**src/rtl/dp_aux_arbiter.sv**
```systemverilog
// dp_aux_arbiter: shares one DisplayPort AUX request channel between the Link
// Policy Maker (native AUX) and the Stream Policy Maker (I2C-over-AUX). It grants
// one requester at a time, issues the latched header, routes replies back to the
// owner only, and reissues on DEFER replies and reply timeouts by itself.
module dp_aux_arbiter #(
  parameter int unsigned TIMEOUT_CYC = 400,
  parameter int unsigned MAX_RETRY   = 7,
  parameter int unsigned DEFER_GAP   = 16
) (
  input  logic        clk,
  input  logic        reset_n,
  // Link Policy Maker request side
  input  logic        LPM_Transaction_VLD,
  input  logic [3:0]  LPM_CMD,
  input  logic [19:0] LPM_Address,
  input  logic [7:0]  LPM_LEN,
  // Stream Policy Maker request side
  input  logic        SPM_Transaction_VLD,
  input  logic [3:0]  SPM_CMD,
  input  logic [19:0] SPM_Address,
  input  logic [7:0]  SPM_LEN,
  // Requester status and reply
  output logic        LPM_Grant,
  output logic        SPM_Grant,
  output logic        LPM_Native_I2C,
  output logic        SPM_Native_I2C,
  output logic [1:0]  LPM_Reply_ACK,
  output logic        LPM_Reply_ACK_VLD,
  output logic [7:0]  LPM_Reply_Data,
  output logic        LPM_Reply_Data_VLD,
  output logic [1:0]  SPM_Reply_ACK,
  output logic        SPM_Reply_ACK_VLD,
  output logic [7:0]  SPM_Reply_Data,
  output logic        SPM_Reply_Data_VLD,
  output logic        LPM_Timeout,
  output logic        SPM_Timeout,
  // Link layer request channel
  output logic        AUX_Req_VLD,
  input  logic        AUX_Req_RDY,
  output logic [3:0]  AUX_CMD,
  output logic [19:0] AUX_Address,
  output logic [7:0]  AUX_LEN,
  output logic        AUX_Owner,
  // Link layer reply channel
  input  logic        AUX_Reply_ACK_VLD,
  input  logic [3:0]  AUX_Reply_ACK,
  input  logic        AUX_Reply_Data_VLD,
  input  logic [7:0]  AUX_Reply_Data,
  input  logic        AUX_Reply_Done,
  output logic        AUX_Protocol_Err
);

  localparam int unsigned TW = $clog2(TIMEOUT_CYC + 1);
  localparam int unsigned RW = $clog2(MAX_RETRY + 2);
  localparam int unsigned GW = $clog2(DEFER_GAP + 1);

  typedef enum logic [2:0] {
    ST_IDLE,
    ST_ISSUE,
    ST_WAIT,
    ST_REPLY,
    ST_GAP
  } state_e;

  typedef struct packed {
    logic [3:0]  cmd;
    logic [19:0] addr;
    logic [7:0]  len;
  } aux_hdr_t;

  state_e        state_q, state_d;
  aux_hdr_t      hdr_q, hdr_d;
  logic          owner_q, owner_d;       // 0 = LPM, 1 = SPM
  logic          rr_q, rr_d;             // requester favoured on a tie
  logic [RW-1:0] retry_cnt_q, retry_cnt_d;
  logic          retry_flag_q, retry_flag_d;
  logic [TW-1:0] timer_q, timer_d;
  logic [GW-1:0] gap_q, gap_d;

  logic          lpm_grant_q, lpm_grant_d;
  logic          spm_grant_q, spm_grant_d;
  logic          lpm_native_q, lpm_native_d;
  logic          spm_native_q, spm_native_d;
  logic [1:0]    lpm_ack_q, lpm_ack_d;
  logic          lpm_ack_vld_q, lpm_ack_vld_d;
  logic [7:0]    lpm_data_q, lpm_data_d;
  logic          lpm_data_vld_q, lpm_data_vld_d;
  logic [1:0]    spm_ack_q, spm_ack_d;
  logic          spm_ack_vld_q, spm_ack_vld_d;
  logic [7:0]    spm_data_q, spm_data_d;
  logic          spm_data_vld_q, spm_data_vld_d;
  logic          lpm_to_q, lpm_to_d;
  logic          spm_to_q, spm_to_d;
  logic          req_vld_q, req_vld_d;
  logic          perr_q, perr_d;

  logic reply_any;
  logic is_defer;
  logic can_retry;
  logic suppress;
  logic fwd_ack;
  logic fwd_data;
  logic to_pulse;
  logic win;

  // Reply classification against the current owner and retry budget
  always_comb begin
    reply_any = AUX_Reply_ACK_VLD | AUX_Reply_Data_VLD | AUX_Reply_Done;
    if (owner_q) begin
      is_defer = (AUX_Reply_ACK[3:2] == 2'b10) || (AUX_Reply_ACK[1:0] == 2'b10);
    end else begin
      is_defer = (AUX_Reply_ACK[1:0] == 2'b10);
    end
    can_retry = (retry_cnt_q < RW'(MAX_RETRY));
    suppress  = is_defer && can_retry;
  end

  // Next-state, counters and registered-output values
  always_comb begin
    state_d        = state_q;
    hdr_d          = hdr_q;
    owner_d        = owner_q;
    rr_d           = rr_q;
    retry_cnt_d    = retry_cnt_q;
    retry_flag_d   = retry_flag_q;
    timer_d        = timer_q;
    gap_d          = gap_q;
    lpm_grant_d    = 1'b0;
    spm_grant_d    = 1'b0;
    lpm_ack_d      = lpm_ack_q;
    lpm_ack_vld_d  = 1'b0;
    lpm_data_d     = lpm_data_q;
    lpm_data_vld_d = 1'b0;
    spm_ack_d      = spm_ack_q;
    spm_ack_vld_d  = 1'b0;
    spm_data_d     = spm_data_q;
    spm_data_vld_d = 1'b0;
    lpm_to_d       = 1'b0;
    spm_to_d       = 1'b0;
    perr_d         = 1'b0;
    fwd_ack        = 1'b0;
    fwd_data       = 1'b0;
    to_pulse       = 1'b0;
    win            = 1'b0;

    case (state_q)
      ST_IDLE: begin
        perr_d = reply_any;
        if (LPM_Transaction_VLD || SPM_Transaction_VLD) begin
          win          = (LPM_Transaction_VLD && SPM_Transaction_VLD) ? rr_q : SPM_Transaction_VLD;
          owner_d      = win;
          hdr_d        = win ? '{cmd: SPM_CMD, addr: SPM_Address, len: SPM_LEN}
                             : '{cmd: LPM_CMD, addr: LPM_Address, len: LPM_LEN};
          lpm_grant_d  = !win;
          spm_grant_d  = win;
          rr_d         = !win;
          retry_cnt_d  = '0;
          retry_flag_d = 1'b0;
          state_d      = ST_ISSUE;
        end
      end

      ST_ISSUE: begin
        perr_d = reply_any;
        if (AUX_Req_RDY) begin
          timer_d = '0;
          state_d = ST_WAIT;
        end
      end

      ST_WAIT: begin
        if (AUX_Reply_ACK_VLD) begin
          if (suppress) begin
            retry_cnt_d  = retry_cnt_q + RW'(1);
            retry_flag_d = 1'b1;
          end else begin
            fwd_ack = 1'b1;
          end
          fwd_data = AUX_Reply_Data_VLD && !suppress;
          if (AUX_Reply_Done) begin
            gap_d   = '0;
            state_d = suppress ? ST_GAP : ST_IDLE;
          end else begin
            state_d = ST_REPLY;
          end
        end else if (timer_q == TW'(TIMEOUT_CYC - 1)) begin
          if (can_retry) begin
            retry_cnt_d = retry_cnt_q + RW'(1);
            gap_d       = '0;
            state_d     = ST_GAP;
          end else begin
            to_pulse = 1'b1;
            state_d  = ST_IDLE;
          end
        end else begin
          timer_d = timer_q + TW'(1);
        end
      end

      ST_REPLY: begin
        fwd_data = AUX_Reply_Data_VLD && !retry_flag_q;
        if (AUX_Reply_Done) begin
          gap_d   = '0;
          state_d = retry_flag_q ? ST_GAP : ST_IDLE;
        end
      end

      ST_GAP: begin
        perr_d = reply_any;
        if (gap_q == GW'(DEFER_GAP - 1)) begin
          retry_flag_d = 1'b0;
          state_d      = ST_ISSUE;
        end else begin
          gap_d = gap_q + GW'(1);
        end
      end

      default: state_d = ST_IDLE;
    endcase

    // Route forwarded reply fields and timeout to the owner only
    if (fwd_ack) begin
      if (owner_q) begin
        spm_ack_vld_d = 1'b1;
        spm_ack_d     = AUX_Reply_ACK[3:2];
      end else begin
        lpm_ack_vld_d = 1'b1;
        lpm_ack_d     = AUX_Reply_ACK[1:0];
      end
    end
    if (fwd_data) begin
      if (owner_q) begin
        spm_data_vld_d = 1'b1;
        spm_data_d     = AUX_Reply_Data;
      end else begin
        lpm_data_vld_d = 1'b1;
        lpm_data_d     = AUX_Reply_Data;
      end
    end
    lpm_to_d = to_pulse && !owner_q;
    spm_to_d = to_pulse && owner_q;

    req_vld_d    = (state_d == ST_ISSUE);
    lpm_native_d = (state_d != ST_IDLE) && !owner_d;
    spm_native_d = (state_d != ST_IDLE) && owner_d;
  end

  // State and output registers; reset abandons any transaction silently
  always_ff @(posedge clk or negedge reset_n) begin
    if (!reset_n) begin
      state_q        <= ST_IDLE;
      hdr_q          <= '0;
      owner_q        <= 1'b0;
      rr_q           <= 1'b0;
      retry_cnt_q    <= '0;
      retry_flag_q   <= 1'b0;
      timer_q        <= '0;
      gap_q          <= '0;
      lpm_grant_q    <= 1'b0;
      spm_grant_q    <= 1'b0;
      lpm_native_q   <= 1'b0;
      spm_native_q   <= 1'b0;
      lpm_ack_q      <= '0;
      lpm_ack_vld_q  <= 1'b0;
      lpm_data_q     <= '0;
      lpm_data_vld_q <= 1'b0;
      spm_ack_q      <= '0;
      spm_ack_vld_q  <= 1'b0;
      spm_data_q     <= '0;
      spm_data_vld_q <= 1'b0;
      lpm_to_q       <= 1'b0;
      spm_to_q       <= 1'b0;
      req_vld_q      <= 1'b0;
      perr_q         <= 1'b0;
    end else begin
      state_q        <= state_d;
      hdr_q          <= hdr_d;
      owner_q        <= owner_d;
      rr_q           <= rr_d;
      retry_cnt_q    <= retry_cnt_d;
      retry_flag_q   <= retry_flag_d;
      timer_q        <= timer_d;
      gap_q          <= gap_d;
      lpm_grant_q    <= lpm_grant_d;
      spm_grant_q    <= spm_grant_d;
      lpm_native_q   <= lpm_native_d;
      spm_native_q   <= spm_native_d;
      lpm_ack_q      <= lpm_ack_d;
      lpm_ack_vld_q  <= lpm_ack_vld_d;
      lpm_data_q     <= lpm_data_d;
      lpm_data_vld_q <= lpm_data_vld_d;
      spm_ack_q      <= spm_ack_d;
      spm_ack_vld_q  <= spm_ack_vld_d;
      spm_data_q     <= spm_data_d;
      spm_data_vld_q <= spm_data_vld_d;
      lpm_to_q       <= lpm_to_d;
      spm_to_q       <= spm_to_d;
      req_vld_q      <= req_vld_d;
      perr_q         <= perr_d;
    end
  end

  assign LPM_Grant          = lpm_grant_q;
  assign SPM_Grant          = spm_grant_q;
  assign LPM_Native_I2C     = lpm_native_q;
  assign SPM_Native_I2C     = spm_native_q;
  assign LPM_Reply_ACK      = lpm_ack_q;
  assign LPM_Reply_ACK_VLD  = lpm_ack_vld_q;
  assign LPM_Reply_Data     = lpm_data_q;
  assign LPM_Reply_Data_VLD = lpm_data_vld_q;
  assign SPM_Reply_ACK      = spm_ack_q;
  assign SPM_Reply_ACK_VLD  = spm_ack_vld_q;
  assign SPM_Reply_Data     = spm_data_q;
  assign SPM_Reply_Data_VLD = spm_data_vld_q;
  assign LPM_Timeout        = lpm_to_q;
  assign SPM_Timeout        = spm_to_q;
  assign AUX_Req_VLD        = req_vld_q;
  assign AUX_CMD            = hdr_q.cmd;
  assign AUX_Address        = hdr_q.addr;
  assign AUX_LEN            = hdr_q.len;
  assign AUX_Owner          = owner_q;
  assign AUX_Protocol_Err   = perr_q;

endmodule

```
**config.mk**
```make
export PLATFORM = sky130hd
export DESIGN_NAME = dp_aux_arbiter
export DESIGN_NICKNAME = d
export VERILOG_FILES = /design/src/rtl/dp_aux_arbiter.sv
export SDC_FILE = /design/constraint.sdc
export NUM_CORES = 1
export LEC_CHECK = 0
export BUFFER_PORTS_ARGS = -buffer_cell sky130_fd_sc_hd__clkbuf_2
export CELL_PAD_IN_SITES_DETAIL_PLACEMENT = 1
export CELL_PAD_IN_SITES_GLOBAL_PLACEMENT = 2
export CORE_UTILIZATION = 29
export DETAILED_ROUTE_END_ITERATION = 10
export PLACE_DENSITY = 0.83
export SLEW_MARGIN = 20
export SYNTH_ARGS = -nofsm -noshare
export SYNTH_HDL_FRONTEND = slang
export SYNTH_SLANG_ARGS = --single-unit
```
**constraint.sdc**
```tcl
create_clock -name clk -period 2.3 [get_ports clk]
set_clock_uncertainty 0.05 [all_clocks]
set_input_delay 0.23 -clock clk [delete_from_list [all_inputs] [get_ports clk]]
set_output_delay 0.23 -clock clk [all_outputs]
set_load 0.02 [all_outputs]
```
* After elaboration in Yosys (flattened, before gate mapping)
Cells that the tools add are included.
Word-level totals: register bits 88, logic and storage cells 141
Cells by class: add/subtract/negate cells 3, order comparisons 1, eq/ne operators 20, mux-type cells 57, bitwise gates (word level) 3, reduce and logical (&&, ||, !) cells 31
Operator list (count):
- two-way mux 32 bit | 1
- two-way mux 3 bit | 10
- two-way mux 1 bit | 27
- two-way mux 9 bit | 3
- two-way mux 5 bit | 5
- two-way mux 4 bit | 5
- case mux 9 bit (2 select lines) | 1
- != test 2 bit, second input constant | 8
- case mux 3 bit (5 select lines) | 1
- case mux 5 bit (3 select lines) | 1
- AND reduction 2 bit | 5
- AND reduction 5 bit | 2
- adder 9 x 1 -> 9 bit, second input constant | 1
- == test 9 bit, second input constant | 1
- != test 3 bit, second input constant | 3
- nonzero test 3 bit | 3
- logical AND 1 bit | 8
- case mux 4 bit (2 select lines) | 1
- AND reduction 4 bit | 2
- == test 3 x 1 -> 1 bit, second input constant | 2
- == test 3 x 2 -> 1 bit, second input constant | 2
- adder 5 x 1 -> 5 bit, second input constant | 1
- == test 5 x 4 -> 1 bit, second input constant | 1
- zero test 1 bit | 5
- other kinds (12) | 16

* Longest topological paths before layout
Gate-level depths: netlist of run 1.
depth in word-level cells 10, depth in mapped cells 7, depth with buffers taken out 7

* Worst setup path after synthesis of run 1
OpenSTA, ideal clock, no wires.
path type reg2reg, start register gap_q[0], end register gap_q[2], arrival time 1.804 ns, required time 2.126 ns, path slack 0.323 ns, cell stages (with the launch flop) 8, buffers on the path 0, period minus slack after synthesis 1.977 ns, path through dfrtp_1 -> ha_1 -> and3_1 -> ha_1 -> nor4b_4 -> a21oi_1 -> o21bai_1 -> a211o_1
On the way: cells in the longest elaborated chain, start to end 3
Ends and longest elaborated chain:
- from (decl) | line 78 | logic [GW-1:0] gap_q, gap_d;
- from (signal assigned) | line 283 | gap_q <= gap_d;
- adder 5 x 1 -> 5 bit or == test 5 x 4 -> 1 bit (tied branches) | line 214, 210
- two-way mux 5 bit or != test 2 bit (tied branches)
- case mux 5 bit (3 select lines) or AND reduction 4 bit (tied branches)
Several ways; a longest one is shown, not always the timed one. The select of a mux whose other input is x is not followed. A chain may end at the register's enable or synchronous reset.

* Worst setup path in the final report of run 1
start register retry_cnt_q[0], end register spm_data_q[4], in the netlist SPM_Reply_Data[4]
On the way: cells in the longest elaborated chain, start to end 7
Ends and longest elaborated chain:
- from (decl) | line 75 | logic [RW-1:0] retry_cnt_q, retry_cnt_d;
- from (signal assigned) | line 280 | retry_cnt_q <= retry_cnt_d;
- < comparator 4 x 3 -> 1 bit | line 114 | can_retry = (retry_cnt_q < RW'(MAX_RETRY));
- logical AND 1 bit | line 115 | suppress = is_defer && can_retry;
- zero test 1 bit | line 179 | fwd_data = AUX_Reply_Data_VLD && !suppress;
- logical AND 1 bit | line 179
- two-way mux 1 bit | line 172 | if (AUX_Reply_ACK_VLD) begin
- case mux 1 bit (2 select lines) | line 146 | case (state_q)
- AND reduction 2 bit (no source line)
- to (signal assigned) | line 294 | spm_data_q <= spm_data_d;
- to (decl) | line 90 | logic [7:0] spm_data_q, spm_data_d;
Every way passes these cells.

==> flow_metrics.env, run 1 <==
export IMPL_status="complete, no violations"
export IMPL_synth_distinct_cells=59
export IMPL_synth_edf_count=0
export IMPL_port_buffers=148
export IMPL_coreArea_um2=13400
export IMPL_p_leak_nw=2.68
export IMPL_setup_violations=0
export IMPL_synth_seq_cells=88
export IMPL_grt_pass1_vias=3819
export IMPL_first_iter_violations=106
export IMPL_rows=42
export IMPL_num_vias=3522
export IMPL_drc=0
export IMPL_finalMaxSlewViolations=0
export IMPL_hold_class="input port to flip-flop"
export IMPL_ys_warnings_count=0
export IMPL_setup_tns_ns=0
export IMPL_arrival_ns=2.30
export IMPL_gp_congestion=0.806
export IMPL_wirelength_um=11500
export IMPL_clock_path_buffers=2
export IMPL_grt_pass1_wl_um=19400
export IMPL_place_detailed_hpwl_um=8620
export IMPL_tightest_slew_ns=0.556
export IMPL_ctsResizeCount=0
export IMPL_vias_per_cell=4.83
export IMPL_yosysTopAreaCell="dfrtp_1"
export IMPL_path_max_fanout=9
export IMPL_htree_levels=3
export IMPL_cp_end_kind="flip-flop"
export IMPL_clk_pin_slew_ns=0.07
export IMPL_timing_final_crit_share_pct=91.8
export IMPL_fin_hold_ws_ns=0.0578
export IMPL_synth_top_cells_by_count="88 x dfrtp_1, 76 x nand2_1, 42 x nor2_1, 34 x a31oi_1, 16 x mux2_1"
export IMPL_cts_buffers=9
export IMPL_slew_headroom_pct=62.7
export IMPL_dp_cells=712
export IMPL_synth_async_reset_ratio_pct=100
export IMPL_rsz0062_at_grt="no"
export IMPL_overflow=0
export IMPL_place_area_um2=5040
export IMPL_yosys_area_top_type_share_pct=54.4
export IMPL_grt_use_total_pct=17.2
export IMPL_fin_cells=729
export IMPL_synthTopCellsByArea="dfrtp_1 54%, nand2_1 7.1%, a31oi_1 5.3%"
export IMPL_ioPinCount=149
export IMPL_fin_area_um2=5340
export IMPL_pwr_density_cell_nw_per_um2=1280
export IMPL_die_x_um=120
export IMPL_peakVddDrop_mv=0.381
export IMPL_ant_nets=0
export IMPL_synth_ff_type="dfrtp_1"
export IMPL_nets=636
export IMPL_cts_tree="done"
export IMPL_fmax_mhz=474
export IMPL_synthMostInstantiatedCell="dfrtp_1"
export IMPL_synth_cells=394
export IMPL_start_util_pct=30.2
export IMPL_area_delta_synth_final_pct=32.0
export IMPL_die_y_um=120
export IMPL_cts_sinks=88
export IMPL_clk_insertion_delay_late_ns=0.35
export IMPL_diodes=0
export IMPL_finalHoldViolCount=0
export IMPL_critPathKind="flip-flop to flip-flop"
export IMPL_ys_seq_area_share_pct=54.4
export IMPL_cts_root_buf="clkbuf_16"
export IMPL_netlist_area_um2=4050
export IMPL_die_area_um2=14400
export IMPL_drt_first_pass_iters=4
export IMPL_wl_per_cell_um=15.7
export IMPL_postCtsSetupRepairBufs=0
export IMPL_crit_required_ns=2.49
export IMPL_syn_area_per_cell_um2=10.3
export IMPL_startpoint_type="flip-flop"
export IMPL_grt_max_degree=61
export IMPL_max_cap_violations=0
export IMPL_min_period_ns=2.11
export IMPL_post_route_cells_drive_above_1_share_pct=35.4
export IMPL_antenna_found_initial=0
export IMPL_synth_nets=482
kinds of logic (layout without fill, tap and decap cells):
group	count (synthesis)	in the layout	synth area share (%)
and+or+nand+nor	162	162	19.7
adders and majority gates	4	4	1.24
AOI/OAI and AO/OA	79	79	13.3
buffers and inverters	33	192	3.71
xor gates and xnor gates	4	4	0.866
DFF	88	88	54.4
muxes	24	24	6.77
power by group:
group	switching (mW)	leakage, nW	total [mW]	internal (mW)
Sequential	0.422	1.08	2.57	2.15
Clock	0.685	0.143	1.44	0.756
Combinational	1.76	1.45	2.80	1.05
Total	2.86	2.68	6.81	3.95
final cells by class:
class,instances,area (µm²)
Clock buffer,9,225
Tap cell,176,220
Sequential cell,88,2200
Clock inverter,7,60.1
Fill cell,1578,8060
Timing Repair Buffer,162,876
Multi-Input combinational cell,273,1700
Inverter,14,52.6
flip-flops by register name, summed over array words and instances, names as in the netlist, 2 cells and up:
| name | flops |
|---|---|
| AUX_Address | 20 |
| timer_q | 9 |
| AUX_LEN | 8 |
| LPM_Reply_Data | 8 |
| SPM_Reply_Data | 8 |
| gap_q | 5 |
| AUX_CMD | 4 |
| retry_cnt_q | 4 |
| state_q | 3 |
| LPM_Reply_ACK | 2 |
| SPM_Reply_ACK | 2 |
layer usage:
| layer | up-vias | part of all wire, % | track usage (%) |
|---|---|---|---|
| met5 | - | 0 | 0 |
| met4 | 0 | 2.4 | 7.42 |
| met3 | 17 | 5.5 | 4.28 |
| met2 | 107 | 48 | 28.0 |
| met1 | 1713 | 45 | 21.6 |
| li1 | 1685 | - | - |
through the flow:
step / utilization (%) / setup WS [ns] / total power, mW
after floorplan: - / 0.323 / 4.36
after global placement: 37.6 / 0.330 / 5.34
after detailed placement: 37.6 / 0.202 / 5.45
after CTS: 39.8 / 0.191 / 6.93
after global routing: 39.8 / 0.0396 / 7.30
final: 39.8 / 0.189 / 6.81
cells in the final DEF, fill, tap and decap left out, types with 2 or more instances in the layout:
cell	Yosys	final
mux2_4	2	2
a21oi_1	9	9
clkbuf_2	0	147
o21ai_0	6	6
buf_12	0	2
or3_1	3	3
a22o_1	2	2
mux2_1	16	16
nand3_1	2	2
o211ai_1	3	3
a31oi_1	34	34
mux2_2	3	3
a211o_1	2	2
nand4_1	4	4
mux2i_1	3	3
o21ai_1	5	4
nand2_1	76	76
clkbuf_16	0	9
a21boi_2	1	2
nor3_1	6	6
dfrtp_1	88	88
a211oi_1	2	2
and3_1	4	4
buf_4	3	12
nand2b_1	7	7
inv_6	0	4
o21bai_1	2	2
nor4b_4	2	2
o211a_1	2	2
ha_1	4	4
xor2_1	3	3
inv_1	14	14
nor2_1	42	42
nand3b_1	3	3
path summary, 6_finish.rpt:
| kind | start | end | slack (ns) | cells after the start |
|---|---|---|---|---|
| min | SPM_Address[3] | AUX_Address[3] | 0.06 | 3 |
| min reg2reg | SPM_Reply_Data[6] | SPM_Reply_Data[6] | 0.44 | 1 |
| max | retry_cnt_q[0] | SPM_Reply_Data[4] | 0.19 | 5 |
| max in group asynchronous | reset_n | AUX_Address[15] | 1.20 | 3 |
| max reg2reg | retry_cnt_q[0] | SPM_Reply_Data[4] | 0.19 | 5 |
| min in group asynchronous | reset_n | LPM_Reply_ACK_VLD | 0.32 | 2 |
critical path: stages (launching register included):
cell     delay, ns
dfrtp_1       0.41
ha_1          0.24
a21oi_1       0.28
a21bo_1       0.28
o211a_1       0.36
mux2_1        0.37
timing repair:
action,CTS,global route
hold buffers,1,0
setup endpoints to repair,0,0
hold endpoints to repair,32,0
Note: power is estimated with default switching activity, not from simulation.
==> run 2: changes to the inputs <==
clock period = 2 ns   (was 2.3 ns; I/O delays follow)
==> run 2 against run 1 <==
Effect of this change:
- first-iteration DRC count up 24%
- routed wire length grew 0.79%
- total power grew 17%
- final cell count up 1.4%
- fmax rose by 9.3%
- non-clock buffer count is 10 higher
- critical path type unchanged
- critical endpoint is now SPM_Native_I2C
- largest power group unchanged
==> flow_metrics.env, run 2 (synthesized netlist as in run 1, its figures left out) <==
export IMPL_final_common_cell="clkbuf_2"
export IMPL_area_delta_synth_final_pct=35.4
export IMPL_fin_cells=739
export IMPL_slew_headroom_pct=69.7
export IMPL_place_ws_ns=-0.0657
export IMPL_final_fill_count=1579
export IMPL_rows=42
export IMPL_finalHoldViolCount=0
export IMPL_cp_end_kind="flip-flop"
export IMPL_grt_use_total_pct=16.8
export IMPL_dp_cells=721
export IMPL_die_area_um2=14400
export IMPL_tightest_slew_ns=0.455
export IMPL_overflow=0
export IMPL_ioPinCount=149
export IMPL_cp_cell_sequence="buf_4 > or4b_4 > nor4_2 > a211oi_1 > a32oi_1"
export IMPL_grt_pass1_vias=3673
export IMPL_clk_pin_slew_ns=0.07
export IMPL_cts_buffers=9
export IMPL_finalPower_mw=7.96
export IMPL_die_x_um=120
export IMPL_setup_tns_ns=0
export IMPL_antenna_found_initial=0
export IMPL_largest_register_ffs=20
export IMPL_path_max_fanout=10
export IMPL_coreArea_um2=13400
export IMPL_max_cap_violations=0
export IMPL_p_leak_nw=2.72
export IMPL_post_route_cells_drive_above_1_share_pct=38.0
export IMPL_gp_congestion=0.778
export IMPL_htree_levels=3
export IMPL_crit_path_top_delay_cell="or4b_4"
export IMPL_cts_sinks=88
export IMPL_drc=0
export IMPL_startpoint_type="flip-flop"
export IMPL_fmax_mhz=518
export IMPL_arrival_ns=2.15
export IMPL_peakVddDrop_mv=0.424
export IMPL_cts_tree="done"
export IMPL_hold_class="input port to flip-flop"
export IMPL_setup_ws_ns=0.0679
export IMPL_clock_path_buffers=2
export IMPL_pwr_density_cell_nw_per_um2=1450
export IMPL_cts_root_buf="clkbuf_16"
export IMPL_nets=646
export IMPL_final_cell_mix="147 x clkbuf_2, 87 x dfrtp_1, 76 x nand2_1, 42 x nor2_1, 34 x a31oi_1"
export IMPL_die_y_um=120
export IMPL_clk_insertion_delay_late_ns=0.35
export IMPL_vias_per_cell=4.79
export IMPL_min_period_ns=1.93
export IMPL_drt_first_pass_iters=4
export IMPL_finalMaxSlewViolations=0
export IMPL_first_iter_violations=131
export IMPL_crit_required_ns=2.22
export IMPL_fin_hold_ws_ns=0.0307
export IMPL_diodes=0
export IMPL_grt_max_degree=40
export IMPL_num_vias=3537
export IMPL_start_util_pct=30.2
export IMPL_wl_per_cell_um=15.6
export IMPL_rsz0062_at_grt="yes"
export IMPL_timing_final_crit_share_pct=96.6
export IMPL_wirelength_um=11600
export IMPL_setup_violations=0
export IMPL_status="complete, no violations"
export IMPL_multiInputGateArea_um2=1750
export IMPL_place_detailed_hpwl_um=8700
export IMPL_ant_nets=0
export IMPL_grt_pass1_wl_um=18900
export IMPL_regArea_um2=2200
export IMPL_port_buffers=148
export IMPL_critPathMaxStageDelay_ns=0.59
export IMPL_critPathKind="flip-flop to flip-flop"
[run 2: repair_timing]
item	4_1_cts	5_1_grt
hold buffers	1	0
setup buffers	0	1
pin swaps	1	5
setup endpoints to repair	10	21
resized for setup	7	5
hold endpoints to repair	31	0
[run 2: cell type report]
type	count	area share, %
timing repair buffer	172	17.6
clock inverter	7	1.07
inverter	14	0.959
sequential	88	40.2
clock buffer	9	4.11
tap	176	4.02
multi-input combinational	273	32.0
[run 2: metal layers]
metal / vias to the layer above / part of all wire [%] / wire length, µm / track usage [%]
li1: 1712 / - / - / -
met1: 1712 / 45 / 5200 / 21.6
met2: 100 / 48 / 5520 / 27.2
met3: 13 / 5.7 / 663 / 4.18
met4: 0 / 1.5 / 170 / 6.33
met5: - / 0 / 0 / 0
[run 2: power breakdown]
group / internal [mW] / switching [mW] / total, mW
Combinational: 1.32 / 2.10 / 3.42
Sequential: 2.47 / 0.425 / 2.90
Clock: 0.867 / 0.777 / 1.64
[run 2: metrics by stage]
step / util (%) / cell area (µm²)
CTS: 40.7 / 5450
global route: 40.9 / 5480
detailed placement: 38.2 / 5120
floorplan: - / 4050
finish: 40.9 / 5480
global placement: 38.2 / 5120
[run 2: worst paths after layout]
check                                       start                end  slack [ns]  cells past startpoint
worst max-delay path                   state_q[2]     SPM_Native_I2C        0.07                      5
worst min-delay path              SPM_Address[15]    AUX_Address[15]        0.03                      3
worst max register to register         state_q[2]     SPM_Native_I2C        0.07                      5
worst min register to register  LPM_Reply_Data[4]  LPM_Reply_Data[4]        0.45                      1
max in group asynchronous                 reset_n  SPM_Reply_Data[4]        0.99                      3
min in group asynchronous                 reset_n   SPM_Reply_ACK[1]        0.29                      2
[run 2: critical path, delay by kind of cell (launching register included)]
kind	cells	cell delay, ns
flip-flops	1	0.41
buffers and inverters	1	0.19
AO/OA/AOI/OAI	2	0.33
AND/OR/NAND/NOR	2	0.88
==> run 3: changes to the inputs <==
ABC_AREA = 1   (was default)
CORE_UTILIZATION = 28   (was 29)
==> run 3 against run 2 <==
Effect of this change:
- the run now ends with design-rule violations left
- synthesized area rose by 5.4%
- sequential power barely moved
- die area rose by 9.0%
- total power rose by 4.1%
- register-to-register slack improved by 0.09 ns
- sequential share of layout area fell by 0.77 points
- clock power rose by 15%
- combinational power rose by 3%
- utilization fell by 2.9 points
- critical endpoint is now gap_q[0]
==> flow_metrics.env, run 3 <==
export IMPL_regArea_um2=2200
export IMPL_diodes=0
export IMPL_cts_buffers=9
export IMPL_pwr_density_cell_nw_per_um2=1490
export IMPL_r2r_start="gap_q[0]"
export IMPL_ys_seq_area_share_pct=51.7
export IMPL_p_leak_nw=2.95
export IMPL_crit_required_ns=2.18
export IMPL_hold_class="input port to flip-flop"
export IMPL_ys_warnings_count=0
export IMPL_critPathMaxStageDelay_ns=0.40
export IMPL_yosysTopAreaCell="dfrtp_1"
export IMPL_ioPinCount=149
export IMPL_grt_max_degree=38
export IMPL_yosys_area_top_type_share_pct=51.7
export IMPL_die_area_um2=15700
export IMPL_synth_seq_cells=88
export IMPL_final_common_cell="clkbuf_2"
export IMPL_cts_sinks=88
export IMPL_cts_root_buf="clkbuf_16"
export IMPL_wl_met1_um=5410
export IMPL_setup_violations=0
export IMPL_critPathKind="flip-flop to flip-flop"
export IMPL_path_buf_inv=2
export IMPL_coreArea_um2=14700
export IMPL_ant_nets=0
export IMPL_dp_cells=834
export IMPL_peakVddDrop_mv=0.524
export IMPL_clk_insertion_delay_late_ns=0.35
export IMPL_routed_top_layer="met4"
export IMPL_wirelength_um=12800
export IMPL_num_vias=4023
export IMPL_cp_end_kind="flip-flop"
export IMPL_arrival_ns=2.03
export IMPL_fin_cells=854
export IMPL_holdPathStages=3
export IMPL_start_util_pct=29.0
export IMPL_wl_met2_um=6370
export IMPL_fin_area_um2=5590
export IMPL_htree_levels=3
export IMPL_clock_path_buffers=2
export IMPL_rows=44
export IMPL_min_to="LPM_Reply_ACK[1]"
export IMPL_slew_headroom_pct=66.5
export IMPL_tightest_slew_ns=0.502
export IMPL_finalPower_mw=8.29
export IMPL_synth_nets=597
export IMPL_startpoint_type="flip-flop"
export IMPL_synth_cells=509
export IMPL_largest_register_ffs=20
export IMPL_synth_top_cells_by_count="136 x nand2_1, 88 x dfrtp_1, 65 x o21ai_0, 51 x nor2_1, 31 x inv_1"
export IMPL_status="finished with violations"
export IMPL_area_delta_synth_final_pct=31.0
export IMPL_r2r_cells=12
export IMPL_cp_cell_sequence="ha_1 > nand2_1 > nor2_1 > ha_2 > inv_1 > nand2_2 > o21ai_0 > inv_1 > nor2_4 > nand2_2 > nand2_1 > o21ai_1"
export IMPL_final_fill_count=1824
export IMPL_path_max_fanout=4
export IMPL_fmax_mhz=542
export IMPL_grt_pass1_vias=4360
export IMPL_die_y_um=125
export IMPL_place_detailed_hpwl_um=9490
export IMPL_max_cap_violations=0
export IMPL_syn_area_per_cell_um2=8.37
export IMPL_port_buffers=148
export IMPL_grt_use_total_pct=17.4
export IMPL_grt_pass1_wl_um=21600
export IMPL_place_area_um2=5210
export IMPL_drt_first_pass_iters=9
export IMPL_vias_per_cell=4.71
export IMPL_wl_met3_um=805
export IMPL_timing_final_crit_share_pct=92.3
export IMPL_cts_tree="done"
export IMPL_first_iter_violations=176
export IMPL_wl_per_cell_um=15.0
export IMPL_crit_family="simple AND/OR/NAND/NOR gates"
export IMPL_die_x_um=125
export IMPL_min_period_ns=1.85
export IMPL_gp_congestion=0.753
export IMPL_netlist_area_um2=4260
export IMPL_synthMostInstantiatedCell="nand2_1"
export IMPL_post_route_cells_drive_above_1_share_pct=32.2
export IMPL_min_from="AUX_Reply_ACK[1]"
export IMPL_r2r_end="gap_q[0]"
export IMPL_ff2ff_setup_slack_ns=0.15
export IMPL_synth_ff_type="dfrtp_1"
export IMPL_finalHoldViolCount=0
export IMPL_synthTopCellsByArea="dfrtp_1 52%, nand2_1 12%, o21ai_0 7.6%"
export IMPL_clk_pin_slew_ns=0.07
export IMPL_finalMaxSlewViolations=0
export IMPL_drc=3
export IMPL_nets=753
export IMPL_synth_async_reset_ratio_pct=100
export IMPL_overflow=0
export IMPL_violations="design-rule violations"
export IMPL_synth_edf_count=0
export IMPL_setup_tns_ns=0
export IMPL_antenna_found_initial=0
export IMPL_synth_distinct_cells=35
export IMPL_crit_path_top_delay_cell="dfrtp_1"
export IMPL_final_cell_mix="147 x clkbuf_2, 136 x nand2_1, 87 x dfrtp_1, 65 x o21ai_0, 50 x nor2_1"
export IMPL_multiInputGateArea_um2=1780
[run 3: changes by cell type in the layout (fill, tap and decap cells not counted), moves of 16 or more]
| cell | change |
|---|---|
| inv_1 | +17 |
| mux2_1 | -16 |
| a31oi_1 | -32 |
| nand2_1 | +60 |
| o21ai_0 | +59 |
[run 3: worst max-delay path by stage]
stage                endpoint  depth (start not counted)  startpoint
2_1_floorplan      timer_q[7]                         10  timer_q[0]
3_3_place_gp         gap_q[4]                         12    gap_q[0]
3_5_place_dp   AUX_Address[0]                          5  state_q[1]
4_1_cts        SPM_Native_I2C                          6  state_q[1]
5_1_grt        SPM_Native_I2C                         11    gap_q[1]
6_report             gap_q[0]                         12    gap_q[0]
[run 3: worst reg2reg max path, stage by stage (launching register included)]
cell	delay [ns]
dfrtp_1	0.40
ha_1	0.22
nand2_1	0.10
nor2_1	0.06
ha_2	0.18
inv_1	0.08
nand2_2	0.09
o21ai_0	0.09
inv_1	0.09
nor2_4	0.15
nand2_2	0.09
nand2_1	0.07
o21ai_1	0.06
[run 3: kinds of logic (layout without fill, tap and decap cells)]
family                     count (synthesis)  count (layout)  share of synthesized area (%)
and+or+nand+nor                          246             246                           25.9
AOI/OAI and AO/OA                        104             104                           13.1
DFF                                       88              88                           51.7
buffers and inverters                     61             222                           6.90
xor gates and xnor gates                   6               6                           1.23
adders and majority gates                  4               4                           1.17
[run 3: metrics by stage]
| stage | setup slack, ns | hold WS [ns] | utilization, % |
|---|---|---|---|
| final | 0.154 | 0.0175 | 38.0 |
| after global routing | -0.0163 | 0.0313 | 38.0 |
| after CTS | 0.0458 | 0.00508 | 37.7 |
| after detailed placement | 0.0420 | 0.155 | 35.4 |
| after global placement | 0.152 | 0.148 | 35.4 |
| after floorplan | 0.305 | -0.146 | - |
[run 3: what timing repair did]
action / CTS / global route
hold buffers: 1 / 0
buffers inserted: 0 / 3
setup endpoints to repair: 0 / 50
endpoints found under the hold margin: 34 / 0
gates resized for setup: 0 / 7
[run 3: final cells by class]
cell class                 instances  area share, %
sequential                        88           39.4
multi-input combinational        360           31.9
timing repair buffer             165           15.9
clock buffer                      10           4.28
tap                              184           4.12
inverter                          41           2.80
clock inverter                     6           1.61
[run 3: power by group]
part	leakage [nW]	internal, mW	total, mW	switching [mW]
clock	0.165	1.14	1.89	0.752
sequential	1.13	2.46	2.89	0.434
combinational	1.66	1.10	3.51	2.42
total	2.95	4.69	8.29	3.60
[run 3: metal layers]
layer	GRT usage [%]	vias up
met4	6.24	0
li1	-	1968
met3	4.96	14
met1	20.6	1928
met2	30.1	113
met5	0	-
